===== src/rtl/mem_arbiter_pkg.sv =====
// mem_arbiter_pkg: grant states, master ids and the tie-break helper for the memory arbiter.
package mem_arbiter_pkg;
    typedef enum logic [1:0] {ARB_IDLE, ARB_GRANT_IF, ARB_GRANT_LSM} arb_state_e;
    localparam logic ARB_MASTER_IF = 1'b0;
    localparam logic ARB_MASTER_LSM = 1'b1;
    // On a tie the master that was not granted last wins, unless load-store has fixed priority.
    function automatic arb_state_e arb_rr_pick(input logic if_req, input logic lsm_req, input logic lsm_prio, input logic last);
        return (if_req && lsm_req) ? ((lsm_prio || last == ARB_MASTER_IF) ? ARB_GRANT_LSM : ARB_GRANT_IF)
             : if_req ? ARB_GRANT_IF : lsm_req ? ARB_GRANT_LSM : ARB_IDLE;
    endfunction
endpackage


===== src/rtl/mem_arbiter_if.sv =====
// mem_arbiter_if: one Wishbone B4 pipelined link; master drives the request, slave answers.
interface mem_arbiter_if;
    logic [31:0] adr;
    logic [31:0] wdat;
    logic [31:0] rdat;
    logic [3:0]  sel;
    logic        we;
    logic        stb;
    logic        cyc;
    logic        ack;
    logic        stall;
    modport master (output adr, wdat, sel, we, stb, cyc, input rdat, ack, stall);
    modport slave (input adr, wdat, sel, we, stb, cyc, output rdat, ack, stall);
endinterface


===== src/rtl/mem_arbiter.sv =====
// mem_arbiter: two-master (fetch, load-store) to one-slave Wishbone pipelined arbiter
// holding the grant for a whole cyc and capping accepted-but-unacknowledged requests.
module mem_arbiter
    import mem_arbiter_pkg::*;
#(
    parameter bit          LSM_PRIORITY    = 1'b0,
    parameter int unsigned MAX_OUTSTANDING = 2
) (
    input logic            clk_i,
    input logic            rst_ni,
    mem_arbiter_if.slave   if_bus,
    mem_arbiter_if.slave   lsm_bus,
    mem_arbiter_if.master  wb_bus
);
    localparam int CW = $clog2(MAX_OUTSTANDING + 1);
    localparam logic [CW-1:0] MAX_CNT = CW'(MAX_OUTSTANDING);

    arb_state_e    state_q, state_d;
    logic          last_q;
    logic [CW-1:0] cnt_q, cnt_d;
    logic          g_if, g_lsm, own_cyc, full, inc, dec;

    always_comb begin
        g_if = state_q == ARB_GRANT_IF;
        g_lsm = state_q == ARB_GRANT_LSM;
        own_cyc = (g_if & if_bus.cyc) | (g_lsm & lsm_bus.cyc);
        full = cnt_q == MAX_CNT;
        state_d = own_cyc ? state_q : arb_rr_pick(if_bus.cyc, lsm_bus.cyc, LSM_PRIORITY, last_q);
        wb_bus.adr = g_if ? if_bus.adr : g_lsm ? lsm_bus.adr : '0;
        wb_bus.wdat = g_if ? if_bus.wdat : g_lsm ? lsm_bus.wdat : '0;
        wb_bus.sel = g_if ? if_bus.sel : g_lsm ? lsm_bus.sel : '0;
        wb_bus.we = g_if ? if_bus.we : g_lsm & lsm_bus.we;
        wb_bus.cyc = own_cyc;
        wb_bus.stb = ((g_if & if_bus.stb) | (g_lsm & lsm_bus.stb)) & ~full;
        if_bus.stall = ~g_if | wb_bus.stall | full;
        lsm_bus.stall = ~g_lsm | wb_bus.stall | full;
        if_bus.ack = g_if & wb_bus.ack;
        lsm_bus.ack = g_lsm & wb_bus.ack;
        if_bus.rdat = wb_bus.rdat;
        lsm_bus.rdat = wb_bus.rdat;
        inc = wb_bus.stb & ~wb_bus.stall;
        dec = wb_bus.ack & (cnt_q != '0);
        // Dropping cyc aborts the cycle, so any grant change forgets what was outstanding.
        cnt_d = (state_d != state_q) ? '0 : cnt_q + CW'(inc) - CW'(dec);
    end

    always_ff @(posedge clk_i or negedge rst_ni) begin
        if (!rst_ni) begin
            state_q <= ARB_IDLE;
            last_q <= ARB_MASTER_LSM;
            cnt_q <= '0;
        end else begin
            state_q <= state_d;
            cnt_q <= cnt_d;
            if (state_d != state_q && state_d != ARB_IDLE) last_q <= state_d == ARB_GRANT_LSM;
        end
    end
endmodule


===== src/flat_wrapper.sv =====
// flat-port wrapper written by rule: the top's interface ports become plain ports
module mem_arbiter_flat import mem_arbiter_pkg::*;
#(
    parameter bit          LSM_PRIORITY    = 1'b0,
    parameter int unsigned MAX_OUTSTANDING = 2
)
  (clk_i, rst_ni, if_bus_adr, if_bus_wdat, if_bus_sel, if_bus_we, if_bus_stb, if_bus_cyc, if_bus_rdat, if_bus_ack, if_bus_stall, lsm_bus_adr, lsm_bus_wdat, lsm_bus_sel, lsm_bus_we, lsm_bus_stb, lsm_bus_cyc, lsm_bus_rdat, lsm_bus_ack, lsm_bus_stall, wb_bus_adr, wb_bus_wdat, wb_bus_sel, wb_bus_we, wb_bus_stb, wb_bus_cyc, wb_bus_rdat, wb_bus_ack, wb_bus_stall);
  mem_arbiter_if if_bus_i ();
  mem_arbiter_if lsm_bus_i ();
  mem_arbiter_if wb_bus_i ();
  input logic clk_i;
  input logic rst_ni;
  input wire logic [$bits(if_bus_i.adr)-1:0] if_bus_adr;
  input wire logic [$bits(if_bus_i.wdat)-1:0] if_bus_wdat;
  input wire logic [$bits(if_bus_i.sel)-1:0] if_bus_sel;
  input wire logic [$bits(if_bus_i.we)-1:0] if_bus_we;
  input wire logic [$bits(if_bus_i.stb)-1:0] if_bus_stb;
  input wire logic [$bits(if_bus_i.cyc)-1:0] if_bus_cyc;
  output wire logic [$bits(if_bus_i.rdat)-1:0] if_bus_rdat;
  output wire logic [$bits(if_bus_i.ack)-1:0] if_bus_ack;
  output wire logic [$bits(if_bus_i.stall)-1:0] if_bus_stall;
  input wire logic [$bits(lsm_bus_i.adr)-1:0] lsm_bus_adr;
  input wire logic [$bits(lsm_bus_i.wdat)-1:0] lsm_bus_wdat;
  input wire logic [$bits(lsm_bus_i.sel)-1:0] lsm_bus_sel;
  input wire logic [$bits(lsm_bus_i.we)-1:0] lsm_bus_we;
  input wire logic [$bits(lsm_bus_i.stb)-1:0] lsm_bus_stb;
  input wire logic [$bits(lsm_bus_i.cyc)-1:0] lsm_bus_cyc;
  output wire logic [$bits(lsm_bus_i.rdat)-1:0] lsm_bus_rdat;
  output wire logic [$bits(lsm_bus_i.ack)-1:0] lsm_bus_ack;
  output wire logic [$bits(lsm_bus_i.stall)-1:0] lsm_bus_stall;
  output wire logic [$bits(wb_bus_i.adr)-1:0] wb_bus_adr;
  output wire logic [$bits(wb_bus_i.wdat)-1:0] wb_bus_wdat;
  output wire logic [$bits(wb_bus_i.sel)-1:0] wb_bus_sel;
  output wire logic [$bits(wb_bus_i.we)-1:0] wb_bus_we;
  output wire logic [$bits(wb_bus_i.stb)-1:0] wb_bus_stb;
  output wire logic [$bits(wb_bus_i.cyc)-1:0] wb_bus_cyc;
  input wire logic [$bits(wb_bus_i.rdat)-1:0] wb_bus_rdat;
  input wire logic [$bits(wb_bus_i.ack)-1:0] wb_bus_ack;
  input wire logic [$bits(wb_bus_i.stall)-1:0] wb_bus_stall;
  assign if_bus_i.adr = if_bus_adr;
  assign if_bus_i.wdat = if_bus_wdat;
  assign if_bus_i.sel = if_bus_sel;
  assign if_bus_i.we = if_bus_we;
  assign if_bus_i.stb = if_bus_stb;
  assign if_bus_i.cyc = if_bus_cyc;
  assign if_bus_rdat = if_bus_i.rdat;
  assign if_bus_ack = if_bus_i.ack;
  assign if_bus_stall = if_bus_i.stall;
  assign lsm_bus_i.adr = lsm_bus_adr;
  assign lsm_bus_i.wdat = lsm_bus_wdat;
  assign lsm_bus_i.sel = lsm_bus_sel;
  assign lsm_bus_i.we = lsm_bus_we;
  assign lsm_bus_i.stb = lsm_bus_stb;
  assign lsm_bus_i.cyc = lsm_bus_cyc;
  assign lsm_bus_rdat = lsm_bus_i.rdat;
  assign lsm_bus_ack = lsm_bus_i.ack;
  assign lsm_bus_stall = lsm_bus_i.stall;
  assign wb_bus_adr = wb_bus_i.adr;
  assign wb_bus_wdat = wb_bus_i.wdat;
  assign wb_bus_sel = wb_bus_i.sel;
  assign wb_bus_we = wb_bus_i.we;
  assign wb_bus_stb = wb_bus_i.stb;
  assign wb_bus_cyc = wb_bus_i.cyc;
  assign wb_bus_i.rdat = wb_bus_rdat;
  assign wb_bus_i.ack = wb_bus_ack;
  assign wb_bus_i.stall = wb_bus_stall;
  mem_arbiter #(.LSM_PRIORITY(LSM_PRIORITY), .MAX_OUTSTANDING(MAX_OUTSTANDING)) u_core (.clk_i(clk_i), .rst_ni(rst_ni), .if_bus(if_bus_i), .lsm_bus(lsm_bus_i), .wb_bus(wb_bus_i));
endmodule

===== config.mk =====
export PLATFORM = sky130hd
export DESIGN_NAME = mem_arbiter_flat
export DESIGN_NICKNAME = d
export VERILOG_FILES = /design/src/rtl/mem_arbiter_pkg.sv /design/src/rtl/mem_arbiter_if.sv /design/src/rtl/mem_arbiter.sv /design/src/flat_wrapper.sv
export SDC_FILE = /design/constraint.sdc
export NUM_CORES = 1
export LEC_CHECK = 0
export ABC_AREA = 0
export BUFFER_PORTS_ARGS = -buffer_cell sky130_fd_sc_hd__buf_2
export CORE_AREA = 3 3 122 124
export CTS_BUF_LIST = sky130_fd_sc_hd__clkbuf_2
export DETAILED_ROUTE_END_ITERATION = 16
export DIE_AREA = 0 0 125 127
export PLACE_DENSITY = 0.51
export SETUP_SLACK_MARGIN = 0.3
export SLEW_MARGIN = 15
export SYNTH_ARGS = -nofsm -noshare
export SYNTH_HDL_FRONTEND = slang
export SYNTH_SLANG_ARGS = --single-unit

===== constraint.sdc =====
create_clock -name clk_i -period 2.45 [get_ports clk_i]
set_clock_uncertainty 0.1 [all_clocks]
set_input_delay 0 -clock clk_i [delete_from_list [all_inputs] [get_ports clk_i]]
set_output_delay 0 -clock clk_i [all_outputs]
set_load 0.02 [all_outputs]

Word-level counts from Yosys, hierarchy flattened
Index checks and enable logic that the tools add are counted.

storage, ports and cells
  register bits after elaboration = 5
  word-level logic and storage cells = 47
  output and inout port bits = 139
  bits of input ports = 178

operators by class
  bitwise gates (word level) = 20
  equal/unequal tests = 5
  muxes and demuxes = 13
  reductions and logical operators = 4
  add/sub/neg operators = 2

operators with widths
  operator                                             number
  two-way mux 32 bit                                   4
  two-way mux 2 bit                                    6
  bitwise AND 1 bit                                    10
  two-way mux 4 bit                                    2
  equality test 2 bit, second input constant           3
  OR 1 bit                                             6
  NOT 1 bit                                            4
  nonzero test 2 bit                                   2
  adder 2 x 1 -> 2 bit                                 1
  equality test 2 x 1 -> 1 bit, second input constant  1
  logical AND 1 bit                                    2
  != test 2 bit                                        1
  subtractor 2 x 1 -> 2 bit                            1
  two-way mux 1 bit                                    1

Depth between registers and ports, before layout
  word-level depth = 8
  gate-level depth with buffers = 8
  gate-level depth less buffers = 7

Least setup slack after synthesis
OpenSTA, ideal clock, no wires.

  path type = flip-flop to flip-flop
  start point = register u_core.state_q[1]
  end point = register u_core.cnt_q[1]
  required time = 2.264 ns
  stages on the path, launching flop included = 9
  buffers on the path = 1
  arrival = 1.580 ns
  path slack = 0.684 ns
  path through = dfrtp_1 > and2b_4 > buf_6 > a22oi_1 > nor3_1 > ha_1 > xor2_1 > and2_1 > nor3_1

on the way
  word-level cells in the longest chain between the ends = 8
  elaborated cells on any way between the ends = 15
  those cells by class = add/sub (2); eq/ne (3); mux (2); bitwise (8)

RTL lines
  item                                                                        RTL line                              text
  start: declaration                                                          mem_arbiter.sv:18                     arb_state_e state_q, state_d;
  start signal: assignment                                                    mem_arbiter.sv:53                     state_q <= state_d;
  equality test 2 x 1 -> 1 bit / equality test 2 bit (equally long branches)  mem_arbiter.sv:24, mem_arbiter.sv:25
  bitwise AND 1 bit                                                           mem_arbiter.sv:34                     wb_bus.stb = ((g_if & if_bus.stb) | (g_lsm & lsm_bus.stb)) & ~full;
  OR 1 bit                                                                    mem_arbiter.sv:34
  bitwise AND 1 bit                                                           mem_arbiter.sv:34
  bitwise AND 1 bit                                                           mem_arbiter.sv:41                     inc = wb_bus.stb & ~wb_bus.stall;
  adder 2 x 1 -> 2 bit                                                        mem_arbiter.sv:44                     cnt_d = (state_d != state_q) ? '0 : cnt_q + CW'(inc) - CW'(dec);
  subtractor 2 x 1 -> 2 bit                                                   mem_arbiter.sv:44
  two-way mux 2 bit (*)                                                       mem_arbiter.sv:44
  net u_core.cnt_d[1]                                                         mem_arbiter.sv:20                     logic [CW-1:0] cnt_q, cnt_d;
  end signal: assignment                                                      mem_arbiter.sv:54                     cnt_q <= cnt_d;
  end: declaration                                                            mem_arbiter.sv:20

The timed path passes the listed nets; every way through them passes the cells marked *.
A chain may end at the register's enable or synchronous reset.

Worst setup path after layout
  start point = register u_core.state_q[0]
  end point = register u_core.state_q[0]

on the way
  word-level cells in the longest chain between the ends = 4
  elaborated cells on any way between the ends = 6
  those cells by class = eq/ne (2); mux (1); bitwise (3)

RTL lines
  item                                                                        RTL line                              text
  equality test 2 x 1 -> 1 bit / equality test 2 bit (equally long branches)  mem_arbiter.sv:24, mem_arbiter.sv:25
  bitwise AND 1 bit                                                           mem_arbiter.sv:26                     own_cyc = (g_if & if_bus.cyc) | (g_lsm & lsm_bus.cyc);
  OR 1 bit                                                                    mem_arbiter.sv:26
  two-way mux 2 bit (*)                                                       mem_arbiter.sv:28                     state_d = own_cyc ? state_q : arb_rr_pick(if_bus.cyc, lsm_bus.cyc, LSM_PRIORITY, last_q);
  net u_core.state_d[0]                                                       mem_arbiter.sv:18

Marked as above.

==> summary.md <==
| Metric | Value |
|---|---|
| Outcome | `finished clean` |
| Setup-failing EPs final | `0` |
| Io pins | `roughly 320` |
| Diodes inserted | `0` |
| Yosys top cell by area | `a22o_1` |
| Die X | `roughly 130 um` |
| Largest net degree at the start of global routing | `75` |
| Crit start category | `register` |
| Seq pwr share | `9.9%` |
| Fin. Hold Viols | `0` |
| Area delta synth->final | `72.59%` |
| CTS max path bufs | `2` |
| Post-Route Utilization | `roughly a fifth` |
| Syn Inst Count | `about 190` |
| Syn_nets | `between 300 and 400` |
| Worst-Margin Slew | `roughly 0.47 ns` |
| Std-Cell Rows | `43` |
| Share of the synthesized area in the top cell type | `between 30% and 40%` |
| Slowest cell on the critical path | `dlygate4sd3_1` |
| GR Overflow Total | `0` |
| Layout cell share with drive strength beyond 1 | `61.99%` |
| Final setup TNS | `0 ns` |
| Post-synth cell types | `25` |
| CTS clk-pin slew, worst paths | `roughly 0.06 ns` |
| Worst skew pair latency | `around 0.22 ns` |
| Vias post-DR | `roughly 2100` |
| Met1 GRT Util | `between 8 and 9%` |
| Internal Power | `530.8 uW` |
| Filler cell count | `between 1500 and 2000` |
| Antenna Nets Post-Route | `0` |
| Cell area power density | `roughly 430 nW/um^2` |
| FMAX | `between 400 and 500 MHz` |
| Switching share of power | `53.75%` |
| Synth top area cells | `a22o_1 (39%), buf_4 (31%), dfrtp_1 (6.4%), buf_6 (5.1%), buf_2 (2.6%)` |
| Top delay family on crit path | `buffers and inverters` |
| Routability cong. | `0.7021` |
| Postcts setup bufs | `0` |
| 1st-iter DRT viols | `a little over 70` |
| Avg Inst Size Synth | `8.235 um^2` |
| Mapped cell area | `1556 um^2` |
| Initial antenna violation count | `0` |
| RSZ-0062 raised after global routing | `false` |
| Max_cap viols | `0` |
| Routed WL | `around 7.4 mm` |
| Final period util | `approximately 80%` |
| Die area | `between 15000 and 20000 um^2` |
| Number of remaining DRC errors | `0` |
| Vias per cell | `3.855` |
| CTS tree | `yes` |
| H-tree depth | `1` |
| Normalized max-slew margin | `between 60% and 70%` |
| Req. time, crit path | `approximately 2.5 ns` |
| Total number of yosys warnings | `0` |
| Logic pwr share | `83.3%` |
| WP data arrival | `~2.0 ns` |
| CP peak stage delay | `roughly 0.56 ns` |
| VDD IR max | `between 0.15 and 0.2 mV` |
| WP buf/inv | `2` |
| Seq/Total Area, Yosys | `between 8 and 9%` |
| All-layer global routing usage | `between 7 and 8%` |
| # clock sinks | `5` |
| GR peak layer | `met2` |
| Clock root cell | `clkbuf_2` |
| Met2 Track Usage GR | `between 10% and 20%` |
| Pins over their slew limit | `0` |
| Die height | `about 130 um` |
| Psw | `about 620 uW` |
| First-pass GRT wire length | `10.31 mm` |
| Nets | `around 550` |
| Initial core utilization | `11.21%` |
| Core Region | `around 14000 um^2` |
| Crit Path Category | `reg -> reg` |
| DR pass1 iterations | `4` |
| Post-DP HPWL | `~5.7 mm` |
| FF+latch count, synth | `5` |
| Setup crit end kind | `register` |
| Met3 GRT Util | `under 10%` |
| I/O Buffers | `220` |
| Clock power share | `~6.7%` |
| Vias in the first global route | `~2000` |
| Period minus WS final | `2.020 ns` |
| WL per Instance | `~13 um` |
| Sequence of cells on the critical path | `and2b_4, buf_4, o21bai_1, a21oi_1, dlygate4sd3_1` |
| Leak | `0.001538 uW` |
| Min-Delay Path Class | `in -> async` |
| CTS Buf Count | `3` |
| Crit path max fanout | `28` |
through the flow:
step	total power [uW]	area (um^2)	hold slack (ns)	setup slack (ns)	std cells
finish	1148	2686	0.02472	0.4301	551
global route	1222	2686	0.01800	0.3422	551
CTS	1154	2686	0.02981	0.4358	551
detailed placement	941.9	2316	-0.2738	0.7116	512
global placement	944.9	2316	-0.2739	0.7274	512
floorplan	799.6	1556	-0.3956	0.6843	189
sequential cells by signal, indices dropped and copies added (netlist names):
| signal | flops |
|---|---|
| u_core.cnt_q | 2 |
| u_core.state_q | 2 |
| u_core.last_q | 1 |
Yosys cell counts, drive strengths merged:
library cell	count
o21a	2
ha	2
and2b	1
nand2	5
a22o	69
o221ai	1
o21bai	1
nor4	1
inv	3
xnor2	1
a221oi	1
xor2	1
dfstp	1
and2	3
a22oi	1
nor2b	4
buf	80
a21oi	1
dfrtp	4
nor2	3
nor3	2
o21ai	2
routing by layer:
metal | wire length (um) | up-vias
li1 | - | 1007
met1 | 2551 | 929
met2 | 3908 | 178
met3 | 821 | 10
met4 | 91 | 0
met5 | 0 | -
final cells by class:
class,instances,area (um^2),area share (%)
sequential,5,126.4,4.704
timing repair buffer,258,1486,55.33
multi-input combinational,101,817.0,30.41
tap,180,225.2,8.384
inverter,3,11.26,0.4192
clock buffer,4,20.02,0.7452
what timing repair did:
item | in CTS | in global routing
gates resized for setup | 0 | 0
hold buffers | 35 | 0
hold endpoints to repair | 72 | 0
endpoints found under the setup margin | 0 | 0
cell usage in the layout (no fill, tap or decap):
cell type and instances:
nand2_1 5, a21oi_1 1, xor2_1 1, o221ai_1 1, nor2b_1 3, nor3_1 2, a22oi_1 1, o21bai_1 1
dlygate4sd3_1 35, a22o_1 69, a221oi_1 1, nor4_1 1, buf_2 220, dfstp_2 1, and2b_4 1, inv_1 3
xnor2_1 1, o21ai_1 2, ha_1 2, buf_12 1, nor2b_4 1, clkbuf_2 4, nor2_1 3, buf_4 2
and2_1 3, o21a_1 2, dfrtp_1 4
worst paths after layout:
path / startpoint / endpoint / slack (ns) / cells past startpoint
worst max-delay path: u_core.state_q[0]$_DFF_PN0_ / u_core.state_q[0]$_DFF_PN0_ / 0.43 / 5
worst min-delay path: rst_ni / u_core.cnt_q[0]$_DFF_PN0_ / 0.02 / 2
worst max register to register: u_core.state_q[0]$_DFF_PN0_ / u_core.state_q[0]$_DFF_PN0_ / 0.43 / 5
worst min register to register: u_core.last_q$_DFFE_PN1P_ / u_core.last_q$_DFFE_PN1P_ / 0.42 / 2
max in group asynchronous: rst_ni / u_core.last_q$_DFFE_PN1P_ / 2.00 / 2
min in group clk_i: if_bus_cyc / u_core.state_q[1]$_DFF_PN0_ / 0.05 / 3
power by group through the flow:
stage | combinational (uW) | sequential [uW] | clock (uW)
4_1_cts | 960 | 114 | 78.9
5_1_grt | 1020 | 117 | 84.4
3_5_place_dp | 826 | 116 | 0
2_1_floorplan | 688 | 111 | 0
6_report | 956 | 114 | 77.4
3_3_place_gp | 829 | 116 | 0
worst reg2reg max path, stage by stage (launching register included):
cell and delay [ns]:
dfrtp_1 0.41, and2b_4 0.27, buf_4 0.29, o21bai_1 0.19, a21oi_1 0.09, dlygate4sd3_1 0.56
kinds of logic (layout without fill, tap and decap cells):
| logic type | Yosys count | in the layout | share of synthesized area, % |
|---|---|---|---|
| AO/OA/AOI/OAI | 78 | 78 | 42.85 |
| XOR/XNOR | 2 | 2 | 1.126 |
| buffers and inverters | 83 | 265 | 39.71 |
| adder cells (fa/ha/maj) | 2 | 2 | 1.607 |
| AND/OR/NAND/NOR | 19 | 19 | 6.592 |
| flip-flops | 5 | 5 | 8.120 |
(Power assumes the default switching activity.)
